==> src/rtl/buzzer_music_pkg.sv <==
`default_nettype none
// +----------------------------------------------------------------------------+
// | Module   : buzzer_music_pkg                                                |
// | Purpose  : Shared constants for the buzzer music player: FSM encoding,     |
// |            tone half-periods (C4..B5 at 50 MHz), pitch codes and the       |
// |            song ROM image (4 songs x 32 entries of {pitch, beats}).        |
// | Ports    : none (package)                                                  |
// | Revision : 1.0 - initial release                                           |
// +----------------------------------------------------------------------------+
package buzzer_music_pkg;

    // Player states
    localparam logic [1:0] ST_IDLE  = 2'd0;
    localparam logic [1:0] ST_FETCH = 2'd1;
    localparam logic [1:0] ST_TONE  = 2'd2;
    localparam logic [1:0] ST_GAP   = 2'd3;

    localparam int HALF_W = 17;

    localparam logic [3:0] PITCH_REST = 4'd0;
    localparam logic [3:0] PITCH_END  = 4'd15;

    // Half-period in HCLK cycles = 25e6 / f, with f rounded to whole Hz.
    // Entries 0 (rest) and 15 (end) never produce a tone.
    localparam logic [HALF_W-1:0] PITCH_HALF [0:15] = '{
        17'd0,
        17'd95420, 17'd85034, 17'd75758, 17'd71633, 17'd63776, 17'd56818, 17'd50607,
        17'd47801, 17'd42589, 17'd37936, 17'd35817, 17'd31888, 17'd28409, 17'd25304,
        17'd0
    };

    // Address = {song[1:0], note_index[4:0]}; entry = {pitch[7:4], beats[3:0]}.
    // Song 0: short chime (C4 one beat, two-beat rest, end).
    // Song 1: 32 one-beat C4 pulses (full-length alarm, exercises no-wrap end).
    // Song 2: ascending C major scale.  Song 3: opening of a nursery tune.
    localparam logic [7:0] SONG_ROM [0:127] = '{
        8'h10, 8'h01, 8'hF0, 8'hF0, 8'hF0, 8'hF0, 8'hF0, 8'hF0, 8'hF0, 8'hF0, 8'hF0, 8'hF0, 8'hF0, 8'hF0, 8'hF0, 8'hF0,
        8'hF0, 8'hF0, 8'hF0, 8'hF0, 8'hF0, 8'hF0, 8'hF0, 8'hF0, 8'hF0, 8'hF0, 8'hF0, 8'hF0, 8'hF0, 8'hF0, 8'hF0, 8'hF0,
        8'h10, 8'h10, 8'h10, 8'h10, 8'h10, 8'h10, 8'h10, 8'h10, 8'h10, 8'h10, 8'h10, 8'h10, 8'h10, 8'h10, 8'h10, 8'h10,
        8'h10, 8'h10, 8'h10, 8'h10, 8'h10, 8'h10, 8'h10, 8'h10, 8'h10, 8'h10, 8'h10, 8'h10, 8'h10, 8'h10, 8'h10, 8'h10,
        8'h11, 8'h21, 8'h31, 8'h41, 8'h51, 8'h61, 8'h71, 8'h83, 8'hF0, 8'hF0, 8'hF0, 8'hF0, 8'hF0, 8'hF0, 8'hF0, 8'hF0,
        8'hF0, 8'hF0, 8'hF0, 8'hF0, 8'hF0, 8'hF0, 8'hF0, 8'hF0, 8'hF0, 8'hF0, 8'hF0, 8'hF0, 8'hF0, 8'hF0, 8'hF0, 8'hF0,
        8'h11, 8'h11, 8'h51, 8'h51, 8'h61, 8'h61, 8'h53, 8'h41, 8'h41, 8'h31, 8'h31, 8'h21, 8'h21, 8'h13, 8'hF0, 8'hF0,
        8'hF0, 8'hF0, 8'hF0, 8'hF0, 8'hF0, 8'hF0, 8'hF0, 8'hF0, 8'hF0, 8'hF0, 8'hF0, 8'hF0, 8'hF0, 8'hF0, 8'hF0, 8'hF0
    };

endpackage
`default_nettype wire

==> src/rtl/buzzer_music_player_rom.sv <==
`default_nettype none
// +----------------------------------------------------------------------------+
// | Module   : buzzer_note_rom                                                 |
// | Purpose  : 128 x 8 song ROM with a registered (1-cycle latency) read port. |
// | Ports    : HCLK   - clock                                                  |
// |            i_addr - {song, note_index} read address                        |
// |            o_data - {pitch, beats}, valid the cycle after i_addr           |
// | Revision : 1.0 - initial release                                           |
// +----------------------------------------------------------------------------+
module buzzer_note_rom (
    input  logic       HCLK,
    input  logic [6:0] i_addr,
    output logic [7:0] o_data
);
    import buzzer_music_pkg::*;

    logic [7:0] r_data;

    // Plain registered read with no reset so it maps onto block ROM.
    always_ff @(posedge HCLK) begin
        r_data <= SONG_ROM[i_addr];
    end

    assign o_data = r_data;

endmodule
`default_nettype wire

==> src/rtl/buzzer_music_player.sv <==
`default_nettype none
// +----------------------------------------------------------------------------+
// | Module   : buzzer_music_player                                             |
// | Purpose  : Plays one of four ROM songs as a square wave on a buzzer pin.   |
// |            A music_start strobe starts a song, stops it (same select) or   |
// |            restarts with another song (different select).                 |
// | Ports    : HCLK, HRESETn    - clock, async active-low reset                |
// |            music_select[1:0]- song number, sampled with music_start        |
// |            music_start      - one-cycle start/stop strobe                  |
// |            buzzer           - registered square wave, 0 when silent        |
// |            busy             - high whenever playback is in progress        |
// |            note_index[4:0]  - ROM entry currently playing                  |
// | Revision : 1.0 - initial release                                           |
// +----------------------------------------------------------------------------+
module buzzer_music_player #(
    parameter int BEAT_CYCLES = 6_250_000,
    parameter int GAP_CYCLES  = 625_000,
    parameter int PITCH_SHIFT = 0
) (
    input  logic       HCLK,
    input  logic       HRESETn,
    input  logic [1:0] music_select,
    input  logic       music_start,
    output logic       buzzer,
    output logic       busy,
    output logic [4:0] note_index
);
    import buzzer_music_pkg::*;

    localparam int c_TIMER_W = $clog2(16 * BEAT_CYCLES);
    localparam logic [c_TIMER_W-1:0] c_GAP = c_TIMER_W'(GAP_CYCLES);

    logic [1:0]           r_state;
    logic [1:0]           r_song;
    logic [4:0]           r_idx;
    logic [c_TIMER_W-1:0] r_timer;
    logic [HALF_W-1:0]    r_half;
    logic [HALF_W-1:0]    r_half_reload;
    logic                 r_is_rest;
    logic                 r_buzzer;

    logic [1:0]           w_state_nxt;
    logic [1:0]           w_song_nxt;
    logic [4:0]           w_idx_nxt;
    logic [7:0]           w_rom_data;
    logic [3:0]           w_rom_pitch;
    logic [3:0]           w_rom_beats;
    logic [HALF_W-1:0]    w_half_shift;
    logic [HALF_W-1:0]    w_half_load;
    logic [c_TIMER_W-1:0] w_timer_load;
    logic                 w_strobe_busy;

    // The ROM is addressed with the *next* song/index so that the entry is
    // already on the ROM output during the single FETCH cycle.
    buzzer_note_rom u_rom (
        .HCLK   (HCLK),
        .i_addr ({w_song_nxt, w_idx_nxt}),
        .o_data (w_rom_data)
    );

    assign w_rom_pitch   = w_rom_data[7:4];
    assign w_rom_beats   = w_rom_data[3:0];
    assign w_strobe_busy = music_start && (r_state != ST_IDLE);

    // Counter reload values for the fetched note. A half-period that shifts
    // down to 0 behaves like 1, i.e. the buzzer toggles every cycle.
    always_comb begin
        w_half_shift = PITCH_HALF[w_rom_pitch] >> PITCH_SHIFT;
        w_half_load  = (w_half_shift == '0) ? '0 : (w_half_shift - 17'd1);
        w_timer_load = c_TIMER_W'((int'(w_rom_beats) + 1) * BEAT_CYCLES - 1);
    end

    // Next state / song / index. A strobe while busy overrides every
    // internal transition in the same cycle.
    always_comb begin
        w_state_nxt = r_state;
        w_song_nxt  = r_song;
        w_idx_nxt   = r_idx;
        if (r_state == ST_IDLE) begin
            if (music_start) begin
                w_state_nxt = ST_FETCH;
                w_song_nxt  = music_select;
                w_idx_nxt   = 5'd0;
            end
        end else if (music_start) begin
            if (music_select == r_song) begin
                w_state_nxt = ST_IDLE;
            end else begin
                w_state_nxt = ST_FETCH;
                w_song_nxt  = music_select;
                w_idx_nxt   = 5'd0;
            end
        end else begin
            case (r_state)
                ST_FETCH: begin
                    w_state_nxt = (w_rom_pitch == PITCH_END) ? ST_IDLE : ST_TONE;
                end
                ST_TONE: begin
                    if (r_timer == c_GAP) begin
                        w_state_nxt = ST_GAP;
                    end
                end
                ST_GAP: begin
                    if (r_timer == '0) begin
                        if (r_idx == 5'd31) begin
                            w_state_nxt = ST_IDLE;
                        end else begin
                            w_state_nxt = ST_FETCH;
                            w_idx_nxt   = r_idx + 5'd1;
                        end
                    end
                end
                default: w_state_nxt = ST_IDLE;
            endcase
        end
    end

    always_ff @(posedge HCLK or negedge HRESETn) begin
        if (!HRESETn) begin
            r_state       <= ST_IDLE;
            r_song        <= 2'd0;
            r_idx         <= 5'd0;
            r_timer       <= '0;
            r_half        <= '0;
            r_half_reload <= '0;
            r_is_rest     <= 1'b0;
            r_buzzer      <= 1'b0;
        end else begin
            r_state <= w_state_nxt;
            r_song  <= w_song_nxt;
            r_idx   <= w_idx_nxt;
            if (w_strobe_busy) begin
                r_buzzer <= 1'b0;
            end else begin
                case (r_state)
                    ST_FETCH: begin
                        r_buzzer      <= 1'b0;
                        r_timer       <= w_timer_load;
                        r_half        <= w_half_load;
                        r_half_reload <= w_half_load;
                        r_is_rest     <= (w_rom_pitch == PITCH_REST);
                    end
                    ST_TONE: begin
                        r_timer <= r_timer - c_TIMER_W'(1);
                        if (r_timer == c_GAP) begin
                            r_buzzer <= 1'b0;
                        end else if (!r_is_rest) begin
                            if (r_half == '0) begin
                                r_buzzer <= ~r_buzzer;
                                r_half   <= r_half_reload;
                            end else begin
                                r_half <= r_half - 17'd1;
                            end
                        end
                    end
                    ST_GAP: begin
                        r_buzzer <= 1'b0;
                        if (r_timer != '0) begin
                            r_timer <= r_timer - c_TIMER_W'(1);
                        end
                    end
                    default: r_buzzer <= 1'b0;
                endcase
            end
        end
    end

    assign buzzer     = r_buzzer;
    assign busy       = (r_state != ST_IDLE);
    assign note_index = r_idx;

endmodule
`default_nettype wire

==> config.mk <==
export PLATFORM = sky130hd
export DESIGN_NAME = buzzer_music_player
export DESIGN_NICKNAME = d
export VERILOG_FILES = /design/src/rtl/buzzer_music_pkg.sv /design/src/rtl/buzzer_music_player_rom.sv /design/src/rtl/buzzer_music_player.sv
export SDC_FILE = /design/constraint.sdc
export NUM_CORES = 1
export LEC_CHECK = 0
export CORE_MARGIN = 4
export CORE_UTILIZATION = 40
export DETAILED_ROUTE_END_ITERATION = 7
export MAX_ROUTING_LAYER = met4
export PLACE_DENSITY_LB_ADDON = 0.08
export SYNTH_ARGS = -nofsm -noshare
export SYNTH_HDL_FRONTEND = slang
export SYNTH_SLANG_ARGS = --single-unit
==> constraint.sdc <==
create_clock -name HCLK -period 5 [get_ports HCLK]
set_input_delay 1 -clock HCLK [delete_from_list [all_inputs] [get_ports HCLK]]
set_output_delay 1 -clock HCLK [all_outputs]
set_load 0.03 [all_outputs]
==> run_results.csv <==
group,metric,value,unit
run_status,outcome,"finished clean",
hold_path,hp-class,"reg -> reg",
routing,drc,0,
layout,final_area,0.00622,mm²
critical_path,crit_family,"compound AO/OA/AOI/OAI gates",
critical_path,crit_buf_inv,2,
routing,first_iter_violations,347,
flow_run,maxCapViolCount,0,
die,ios,12,
placement,globalplace.congestion,0.876,
routing,wl,14800,µm
synthesis,dominantRegCellSynth,"dfrtp_1",
routing,drtAntennaViolNets,0,
synthesis,synth_cells,684,
routing,wl_per_cell,17.2,µm
die,start_util,0.408,
global_route,grt_use_total,0.198,
global_route,grt_overflow_total,0,
routing,vias,5039,
sta,hold_viol_final,0,
synthesis,synth_fp_nets,717,
routing,viasPerCell,5.85,
critical_path,max_stage_delay,0.48,ns
clock_tree,clk_latency,0.35,ns
global_route,grt_pass1_wl,25400,µm
pwr,vdd_ir_drop_max,0.195,mV
pwr,powerDensity,386,mW/mm²
sta,fin_crit_sh,0.696,
critical_path,end_kind,"flip-flop",
global_route,antenna_found_initial,0,
placement,hpwlAfterDp,10500,µm
layout,drive_above_1_share,0.0689,
synthesis,yosysSeqAreaShare,0.340,
global_route,grt_max_degree,73,
layout,antenna_cells,0,
sta,drv_slew,0,
synthesis,yosys.area.top_type_share,0.318,
synthesis,synthTopCellsByArea,"dfrtp_1, ha_1, nand2_1",
die,die_w,127,µm
critical_path,cp_cell_sequence,"inv_1, ha_1, nor2_1, o21ai_0, o21a_1, ha_1, inv_1, a211oi_1, nand4b_1, or2_2, nor2_1, a211oi_1, a211o_1",
clock_tree,cts-root-buf,"clkbuf_16",
clock_tree,cts.sinks,78,
sta,worst_slew_pin_slew,0.969,ns
synthesis,yosysTopAreaCell,"dfrtp_1",
clock_tree,post-cts-setup-buffer-count,0,
pwr,cellLeakagePower,2.54,nW
clock_tree,cts_buffer_depth,2,
clock_tree,cts_tree,"yes",
clock_tree,postCtsHoldBufs,0,
die,rows,43,
synthesis,syn_avg_cell_area,8.28,µm²
synthesis,ys_warn_count,0,
sta,rsz0062_at_grt,"no",
critical_path,crit_path_max_fanout,10,
clock_tree,cts_buffers,9,
placement,io_buffer_count,11,
die,die-area,0.0161,mm²
sta,setup_tns,0,ns
clock_tree,clk_pin_slew,0.06,ns
sta,fin_skew,0.00739,ns
synthesis,ys_seq_elements,78,
critical_path,critPathSlowestCell,"ha_1",
die,core_area,0.0139,mm²
synthesis,synth_area,0.00566,mm²
layout,utilization,0.448,
clock_tree,cts.repair.resized,0,
critical_path,critPathRequiredTime,5.23,ns
sta,fin_crit,3.48,ns
critical_path,cp_data_arrival_time,3.71,ns
placement,placed_cell_area,0.00589,mm²
critical_path,critPathLaunchType,"flip-flop",
sta,max_freq,0.287,GHz
sta,slew_headroom,0.353,
sta,setup_viol,0,
clock_tree,htree_levels,3,
die,die_y,127,µm
critical_path,path_class,"reg -> reg",
synthesis,synth_cell_type_count,80,
layout,area_delta_synth_final,9.92,%
synthesis,ys_async_sr_fraction,0.923,
synthesis,synth_edf_count,0,
layout,finalNetCount,710,
routing,first_pass_iters,4,
global_route,grt_pass1_vias,4924,
[per-layer routing]
layer	part of all wire	wire, µm	vias to the layer above	global-route usage
met5	0	0	-	-
met4	0.023	335	0	0.0782
met3	0.038	559	20	0.0269
met2	0.44	6510	123	0.292
met1	0.50	7400	2403	0.275
li1	-	-	2493	-
[registers in the layout, indices dropped and copies added, names as in the netlist]
| signal | cells |
|---|---|
| note_index | 5 |
| r_state | 2 |
| r_half | 17 |
| r_timer | 27 |
| r_song | 2 |
| buzzer | 1 |
| u_rom.o_data | 6 |
| r_half_reload | 17 |
| r_is_rest | 1 |
[cell type report]
cell class | instances | area (µm²)
Fill cell | 1405 | 7660
Multi-Input combinational cell | 538 | 3460
Sequential cell | 78 | 1920
Clock buffer | 11 | 253
Tap cell | 180 | 225
Timing Repair Buffer | 17 | 153
Inverter | 33 | 124
Clock inverter | 5 | 81.3
[logic make-up after synthesis]
family | share of synthesized area
compound gates | 0.217
buf+inv | 0.0491
simple gates | 0.254
mux | 0.0431
fa+ha+maj | 0.0619
flops | 0.340
xor+xnor | 0.0356
[cells in the final DEF (no fill, tap or decap), drive strengths merged, types with 10 or more instances in the layout]
cell type and n:
nand2 83, dfrtp 72, nor2 62, o21ai 50, a21oi 41, inv 32
ha 28, nand3 24, nor3 22, nor4 14, xor2 12, nand2b 12
a211oi 12, xnor2 11, clkbuf 11, o22ai 10, clkdlybuf4s50 10
[synth_stat cells (all sizes together) (3+ instances only)]
library cell,instances
a211o,3
a211oi,12
a21o,6
a21oi,41
a22o,3
a31oi,9
a41oi,4
and2,5
and3,8
and4,3
buf,9
clkbuf,26
dfrtp,72
dfxtp,6
ha,28
inv,32
mux2,3
mux2i,9
mux4,5
nand2,83
nand2b,12
nand3,24
nand3b,5
nand4,7
nor2,62
nor2b,5
nor3,22
nor3b,4
nor4,14
nor4b,4
o211ai,6
o21a,5
o21ai,50
o22ai,10
o311ai,5
o31ai,6
o32ai,3
or2,6
or3,7
or4,7
xnor2,11
xor2,12
[where the power goes]
| part | total [mW] | switching [mW] | internal, mW | leakage, nW |
|---|---|---|---|---|
| sequential | 1.03 | 0.221 | 0.808 | 0.915 |
| combinational | 0.633 | 0.361 | 0.272 | 1.47 |
| clock | 0.739 | 0.275 | 0.465 | 0.162 |
[final timing paths]
kind                                   from  depth (start not counted)  slack, ns                to
min reg2reg                r_half_reload[2]                          2       0.48  r_half_reload[2]
min in group asynchronous           HRESETn                          1       0.81       r_timer[18]
max                         u_rom.o_data[4]                         13       1.52         r_half[7]
max reg2reg                 u_rom.o_data[4]                         13       1.52         r_half[7]
min                        r_half_reload[2]                          2       0.48  r_half_reload[2]
max in group asynchronous           HRESETn                          1       3.60         r_song[0]
[tightest hold or removal path, delay by kind of cell (launching register included)]
family | cells | cell delay, ns
simple gates | 2 | 0.11
flops | 1 | 0.34
[through the flow]
| step | instances | worst slack, ns | hold slack [ns] | power (mW) |
|---|---|---|---|---|
| final | 862 | 1.52 | 0.475 | 2.40 |
| after detailed placement | 846 | 1.24 | 0.459 | 1.67 |
| after floorplan | 684 | 1.99 | 0.441 | 1.48 |
| after CTS | 862 | 1.50 | 0.475 | 2.42 |
| after global placement | 846 | 1.26 | 0.459 | 1.65 |
| after global routing | 862 | 1.09 | 0.499 | 2.57 |
No activity file was read; power rests on OpenSTA's default activity.
